===== config.mk =====
export PLATFORM = sky130hd
export DESIGN_NAME = seq_shift_mul
export DESIGN_NICKNAME = d
export VERILOG_FILES = /design/src/rtl/seq_shift_mul.sv
export SDC_FILE = /design/constraint.sdc
export NUM_CORES = 1
export LEC_CHECK = 0
export BUFFER_PORTS_ARGS = -buffer_cell sky130_fd_sc_hd__buf_2
export CAP_MARGIN = 30
export CORE_MARGIN = 1
export CORE_UTILIZATION = 55
export CTS_BUF_LIST = sky130_fd_sc_hd__clkbuf_16
export CTS_CLUSTER_SIZE = 8
export DETAILED_ROUTE_END_ITERATION = 10
export PLACE_DENSITY = 0.8
export SLEW_MARGIN = 15
export SYNTH_ARGS = -nofsm -noshare
export SYNTH_HDL_FRONTEND = slang
export SYNTH_SLANG_ARGS = --single-unit

===== constraint.sdc =====
create_clock -name clk_i -period 7.4 [get_ports clk_i]
set_input_delay 2.22 -clock clk_i [delete_from_list [all_inputs] [get_ports clk_i]]
set_output_delay 2.22 -clock clk_i [all_outputs]
set_load 0.005 [all_outputs]

===== src/rtl/seq_shift_mul.sv =====
// Sequential signed shift-and-add multiplier: one multiplier bit per CLK_DIV clocks, LSB first.
// Optional zero-operand bypass is enabled by defining SEQ_SHIFT_MUL_ZERO_SKIP_EN.
module seq_shift_mul #(
  parameter int N       = 41,
  parameter int CLK_DIV = 50
) (
  input  logic             clk_i,
  input  logic             rst_i,
  input  logic             start_strb_i,
  input  logic [N-1:0]     a_i,
  input  logic [N-1:0]     b_i,
  output logic             done_strb_o,
  output logic             busy_o,
  output logic [2*N-1:0]   out_o
);

  localparam int W  = 2 * N;
  localparam int DW = (CLK_DIV > 1) ? $clog2(CLK_DIV) : 1;
  localparam int SW = $clog2(N);

  localparam logic [DW-1:0] DIV_LAST  = DW'(CLK_DIV - 1);
  localparam logic [DW-1:0] DIV_ONE   = DW'(1);
  localparam logic [DW-1:0] DIV_ZERO  = DW'(0);
  localparam logic [SW-1:0] STEP_LAST = SW'(N - 1);
  localparam logic [SW-1:0] STEP_ONE  = SW'(1);
  localparam logic [SW-1:0] STEP_ZERO = SW'(0);
  localparam logic [W-1:0]  W_ZERO    = W'(0);

  typedef enum logic [1:0] {
    IDLE = 2'd0,
    RUN  = 2'd1,
    DONE = 2'd2
  } state_e;

  state_e        state_q,  state_d;
  logic [DW-1:0] div_q,    div_d;
  logic [SW-1:0] step_q,   step_d;
  logic [W-1:0]  mcand_q,  mcand_d;
  logic [N-1:0]  mplier_q, mplier_d;
  logic [W-1:0]  acc_q,    acc_d;
  logic [W-1:0]  out_q,    out_d;
  logic          done_q,   done_d;
  logic          busy_q,   busy_d;
  logic [W-1:0]  acc_next_s;
`ifdef SEQ_SHIFT_MUL_ZERO_SKIP_EN
  logic          zero_q,   zero_d;
`endif

  // The sign bit of a two's complement multiplier carries weight -2^(N-1), so its
  // partial product is subtracted; all lower bits add.
  function automatic logic [W-1:0] partial_step(
    input logic [W-1:0] acc,
    input logic [W-1:0] mcand,
    input logic         bit_v,
    input logic         sign_bit
  );
    logic [W-1:0] res;
    if (!bit_v) begin
      res = acc;
    end else if (sign_bit) begin
      res = acc - mcand;
    end else begin
      res = acc + mcand;
    end
    return res;
  endfunction

  // Next-state, datapath and registered-output computation.
  always_comb begin
    state_d    = state_q;
    div_d      = div_q;
    step_d     = step_q;
    mcand_d    = mcand_q;
    mplier_d   = mplier_q;
    acc_d      = acc_q;
    out_d      = out_q;
    acc_next_s = partial_step(acc_q, mcand_q, mplier_q[0], (step_q == STEP_LAST));
`ifdef SEQ_SHIFT_MUL_ZERO_SKIP_EN
    zero_d     = zero_q;
`endif

    case (state_q)
      IDLE, DONE: begin
        if (start_strb_i) begin
          state_d  = RUN;
          div_d    = DIV_ZERO;
          step_d   = STEP_ZERO;
          mcand_d  = {{N{a_i[N-1]}}, a_i};
          mplier_d = b_i;
          acc_d    = W_ZERO;
`ifdef SEQ_SHIFT_MUL_ZERO_SKIP_EN
          zero_d   = (a_i == {N{1'b0}}) || (b_i == {N{1'b0}});
`endif
        end else begin
          state_d = IDLE;
        end
      end
      RUN: begin
`ifdef SEQ_SHIFT_MUL_ZERO_SKIP_EN
        if (zero_q) begin
          out_d   = W_ZERO;
          state_d = DONE;
        end else begin
`endif
          if (div_q == DIV_LAST) begin
            div_d    = DIV_ZERO;
            acc_d    = acc_next_s;
            mcand_d  = {mcand_q[W-2:0], 1'b0};
            mplier_d = {1'b0, mplier_q[N-1:1]};
            step_d   = step_q + STEP_ONE;
            if (step_q == STEP_LAST) begin
              out_d   = acc_next_s;
              state_d = DONE;
            end else begin
              state_d = RUN;
            end
          end else begin
            div_d = div_q + DIV_ONE;
          end
`ifdef SEQ_SHIFT_MUL_ZERO_SKIP_EN
        end
`endif
      end
      default: begin
        state_d = IDLE;
      end
    endcase

    done_d = (state_d == DONE);
    busy_d = (state_d == RUN);
  end

  // State and datapath registers with synchronous reset.
  always_ff @(posedge clk_i) begin
    if (rst_i) begin
      state_q  <= IDLE;
      div_q    <= DIV_ZERO;
      step_q   <= STEP_ZERO;
      mcand_q  <= W_ZERO;
      mplier_q <= {N{1'b0}};
      acc_q    <= W_ZERO;
      out_q    <= W_ZERO;
      done_q   <= 1'b0;
      busy_q   <= 1'b0;
`ifdef SEQ_SHIFT_MUL_ZERO_SKIP_EN
      zero_q   <= 1'b0;
`endif
    end else begin
      state_q  <= state_d;
      div_q    <= div_d;
      step_q   <= step_d;
      mcand_q  <= mcand_d;
      mplier_q <= mplier_d;
      acc_q    <= acc_d;
      out_q    <= out_d;
      done_q   <= done_d;
      busy_q   <= busy_d;
`ifdef SEQ_SHIFT_MUL_ZERO_SKIP_EN
      zero_q   <= zero_d;
`endif
    end
  end

  assign out_o       = out_q;
  assign done_strb_o = done_q;
  assign busy_o      = busy_q;

endmodule


After elaboration in Yosys (flattened, before gate mapping)

Cells that the tools add are included.

Equal/unequal tests: 8
$add $sub $neg: 4
Muxes and demuxes: 20
Reduce and logical (&&, ||, !) cells: 6

Operators by type and width:

| kind                  | count |
|---|---|
| $mux W82              | 6 |
| $pmux W82 S2          | 2 |
| $add A82 B82 Y82      | 1 |
| $mux W41              | 2 |
| $pmux W41 S2          | 1 |
| $sub A82 B82 Y82      | 1 |
| $pmux W6 S2           | 2 |
| $mux W6               | 3 |
| $add A6 B1 Y6 const B | 2 |
| $eq A6 B6 Y1 const B  | 2 |
| $reduce_and A3 Y1     | 2 |
| $eq A2 B1 Y1 const B  | 2 |
| $eq A2 B2 Y1 const B  | 2 |
| $mux W2               | 2 |
| $ne A2 B2 Y1 const B  | 2 |
| $pmux W2 S2           | 1 |
| $logic_not A2 Y1      | 1 |
| $reduce_and A2 Y1     | 1 |
| $reduce_bool A2 Y1    | 1 |
| $reduce_or A2 Y1      | 1 |
| $mux W1               | 1 |

Register bits after elaboration: 303
Word-level logic and storage cells: 47
Output and inout port bits: 84
Bits of input ports: 85

Logic depth before layout (Yosys ltp)

Word-level depth: 5
Mapped depth: 21
Gate-level depth less buffers: 19

Worst setup path after synthesis

Ideal clock, no wire load.

Kind: register to register
From: reg mcand_q[18]
To: reg acc_q[81]
Path buffers: 3
Cell stages (with the launch flop): 19
Slack: 1.793 ns
Setup time: 0.117 ns
Period minus slack after synthesis: 5.607 ns
Data required time: 7.283 ns
Arrival time: 5.490 ns
Path through: dfxtp_1 buf_6 or4_4 or4_4 or4_4 or3_2 buf_2 o41ai_2 xor2_1 ha_1 clkbuf_1 nand2_1 o21ai_0 a2111oi_0 nor3_1 or3_1 or4_4 a32o_1 a22o_1

Cells in the longest elaborated chain, start to end: 5
Elaborated cells between the ends (all ways): 6
Classes of those cells: add/sub: 2; mux: 4

Ends and longest elaborated chain:

| item                                                        | line   | source |
|---|---|---|
| from (decl)                                                 | 38     | `logic [W-1:0] mcand_q, mcand_d;` |
| from (signal assigned)                                      | 152    | `mcand_q <= mcand_d;` |
| $add A82 B82 Y82 / $sub A82 B82 Y82 (equally long branches) | 63, 61 |  |
| $mux W82 *                                                  | 60     | `end else if (sign_bit) begin` |
| $mux W82 *                                                  | 58     | `if (!bit_v) begin` |
| $mux W82 *                                                  | 105    | `if (div_q == DIV_LAST) begin` |
| $pmux W82 S2 *                                              | 82     | `case (state_q)` |
| to (signal assigned)                                        | 141    | `acc_q <= W_ZERO;` |
| to (signal assigned)                                        | 154    | `acc_q <= acc_d;` |
| to (decl)                                                   | 40     | `logic [W-1:0] acc_q, acc_d;` |

Mark *: on every way between the ends. The rest lies on a longest branch, timed or not. The select of a mux whose other input is x is not followed.
A chain may end at the register's enable or synchronous reset.

Worst setup path after layout

From: reg mcand_q[18]
To: reg out_q[67], in the netlist out_o[67]

Cells in the longest elaborated chain, start to end: 3
Elaborated cells between the ends (all ways): 4
Classes of those cells: add/sub: 2; mux: 2

Ends and longest elaborated chain:

| item                                                        | line   | source |
|---|---|---|
| $add A82 B82 Y82 / $sub A82 B82 Y82 (equally long branches) | 63, 61 |  |
| $mux W82 *                                                  | 60     |  |
| $mux W82 *                                                  | 58     |  |
| to (signal assigned)                                        | 155    | `out_q <= out_d;` |
| to (decl)                                                   | 41     | `logic [W-1:0] out_q, out_d;` |

Mark *: on every way between the ends. The rest lies on a longest branch, timed or not.

==> summary.md <==
| Metric | Value |
|---|---|
| Detailed-route via count | just over 20k |
| Clock Power Share | 0.416 |
| CP Max Fanout | 9 |
| # rows | between 60 and 70 |
| Initial antenna violation count | 0 |
| Post-synth EDFFs | 0 |
| Later-pin clock latency in the skew report | slightly below 0.6 ns |
| CTS tree | yes |
| Syn avg cell area | ~7.5 µm² |
| Worst Setup SP | mcand_q[18] |
| Starting Density | 0.564 |
| CTS Root Cell | clkbuf_16 |
| DR iter-0 viols | 2053 |
| Required time at the endpoint of the critical path | slightly below 8 ns |
| Syn_nets | between 2k and 3k |
| Arr. time, crit path | 7.02 ns |
| Fmax | between 150 and 200 MHz |
| Int Pwr | ~0.0030 W |
| Main synth FF type | dfxtp_1 |
| GRT Total Usage | 0.365 |
| Clk_skew | 0.0191 ns |
| Mapped Cells | 2623 |
| Hold_sp | mplier_q[1] |
| Drt pass-1 iters | 6 |
| Final Critical Period | 6.52 ns |
| Status | finished, final reports clean |
| Synth Warn # | 0 |
| Cell leakage power | 8.73 nW |
| Commonest non-fill, non-tap cells in the layout | nand2_1, nor2_1, dfxtp_1, a21oi_1, buf_2 |
| Crit. End Element | flop |
| Syn Std Cell Area | approximately 0.020 mm² |
| CTS Buf Count | 43 |
| Setup TNS | 0 ns |
| Top cell type's share of synthesized area | 0.309 |
| # placed instances | roughly 3.1k |
| I/O Pins | 169 |
| Max_slew headroom | 0.322 |
| Register area share after synthesis | 0.309 |
| Most common cell after layout, fill and taps aside | nand2_1 |
| Fillers | approximately 3.1k |
| Synth area leader | dfxtp_1 |
| Yosys reg bits | 303 |
| Die area | roughly 0.036 mm² |
| Switching share of power | 0.301 |
| CTS Hold Bufs | 0 |
| CP startpoint kind | flop |
| Resized Gates After CTS | 0 |
| H-Tree Depth | 2 |
| VDD IR max | between 200 and 250 µV |
| Clock Sinks | around 300 |
| Vias in the first global route | approximately 18k |
| CP Class | reg -> reg |
| Total global routing overflow | 0 |
| Hold Path Class | reg -> reg |
| # diodes | 0 |
| Register area | 0.00607 mm² |
| Routability cong. | 1.07 |
| Max Buffers Root-to-Sink | 3 |
| DR WL/cell | 21.7 µm |
| Die W | 191 µm |
| Routed Antenna Nets | 0 |
| # DRC | 0 |
| First-pass GRT wire length | about 100 mm |
| Synth top area cells | dfxtp_1, nand2_1, nor2_1 |
| Core Box Area | roughly 0.035 mm² |
| Final period utilization | 0.881 |
| Power, Total | around 0.0042 W |
| Area of the multi-input gates | about 0.013 mm² |
| Clock-pin slew on the worst setup and hold paths | approximately 0.050 ns |
| Pwr dens | 195 mW/mm² |
| Sw Pwr | ~0.0013 W |
| Reg power frac | 0.421 |
| Vias per cell | around 6.6 |
| Worst r2r src | mcand_q[18] |
| Number of distinct library cells after synthesis | 75 |
| Fraction of layout cells with a size suffix above 1 | 0.111 |
| RSZ-0062 raised after global routing | false |
| Wirelength, routed | between 60 and 70 mm |
| Largest net degree at the start of global routing | slightly above 100 |
| Fin. Hold Viols | 0 |
| Finished Layout Cells | between 3k and 4k |
| Synth async-reset ratio | 0 |
| Post-DP HPWL | 49.1 mm |
| Setup violations, final | 0 |
| Combinational power share | 0.163 |
| Die H | 191 µm |
| # Post-CTS Setup Buffers | 0 |
| MaxCap Viol Count | 0 |
| Final Net Count | roughly 2.8k |
| Number of buffers added on ports | 168 |
| Slew @ Worst Pin | approximately 1 ns |
| Area grow syn2layout | 10.6% |
| Final Max Tran Viols | 0 |
## worst max-delay path, cell delays in order, from the launching register on
cell and delay (ns):
dfxtp_1 0.38, or4_4 0.60, or4_4 0.53, or4_4 0.55, or3_2 0.55, o41ai_1 0.44
xor2_1 0.20, ha_1 0.51, nand4_1 0.22, or4b_2 0.72, nor4_1 0.56, o2bb2ai_1 0.27
nor3_1 0.19, xnor2_1 0.41, nand2_1 0.11, a211oi_1 0.20
## final cells by class
type / count / area share
multi-input combinational: 2086 / 0.585
inverter: 31 / 0.00536
timing repair buffer: 201 / 0.0523
sequential: 303 / 0.280
clock inverter: 4 / 0.00167
clock buffer: 43 / 0.0496
tap: 455 / 0.0262
## per-stage QoR
| stage | setup WS (ns) | instance area (µm²) | util | hold slack, ns |
|---|---|---|---|---|
| floorplan | 1.79 | 19600 | - | 0.436 |
| global placement | 1.19 | 20500 | 0.590 | 0.442 |
| detailed placement | 1.13 | 20500 | 0.590 | 0.452 |
| CTS | 1.14 | 21600 | 0.622 | 0.459 |
| global route | 0.756 | 21700 | 0.623 | 0.477 |
| finish | 0.879 | 21700 | 0.623 | 0.459 |
## power groups by stage
stage	registers, W	clock network [W]	logic [W]
finish	0.00178	0.00176	0.000688
global route	0.00179	0.00184	0.000746
CTS	0.00178	0.00177	0.000668
detailed placement	0.00181	0	0.000665
global placement	0.00180	0	0.000651
floorplan	0.00177	0	0.000503
## metal layers
layer,wire length [µm],GRT usage
met2,28100,0.533
met5,0,0
met4,1680,0.0991
met1,31100,0.536
met3,6890,0.0775
## path summary, 6_finish.rpt
| kind | to | slack [ns] | cells past startpoint |
|---|---|---|---|
| setup reg to reg | out_o[67] | 0.88 | 15 |
| hold / removal | mplier_q[1] | 0.46 | 2 |
| setup / recovery | out_o[67] | 0.88 | 15 |
| hold reg to reg | mplier_q[1] | 0.46 | 2 |
## cells in the mapped netlist (9+ instances only)
master     number
a211oi_1       80
a21o_1         43
inv_1          31
o21bai_1       15
a311oi_1       84
nand3_1        84
or4_1          14
or2_2          12
and3_1         15
buf_1          16
a2111oi_0      10
nor2_1        314
nand2_1       326
clkbuf_1      177
xor2_1         63
o21ai_0       148
nand4_1        45
ha_1           86
a32o_1          9
or3_1          31
o211ai_1       18
o21a_1         33
nor4_1         18
a31oi_1        45
o31ai_1        22
xnor2_1        74
mux2i_1        34
dfxtp_1       303
and4_1         16
nand2b_1       11
nor2b_1        18
a21oi_1       218
nor3_1         96
## cells by family (layout without fill, tap and decap cells)
kind of cell               after synthesis  after routing  share of synthesized area
buffers and inverters                  234            279                     0.0457
and+or+nand+nor                       1029           1029                      0.242
muxes                                   34             34                     0.0174
xor gates and xnor gates               137            137                     0.0612
DFF                                    303            303                      0.309
AOI/OAI and AO/OA                      799            799                      0.269
adders and majority gates               87             87                     0.0559
## sequential cells by signal (all words and copies together), names as in the netlist
name / count
state_q: 2
done_strb_o: 1
busy_o: 1
step_q: 6
out_o: 82
mplier_q: 41
div_q: 6
mcand_q: 82
acc_q: 82
No activity file was read; power rests on OpenSTA's default activity.
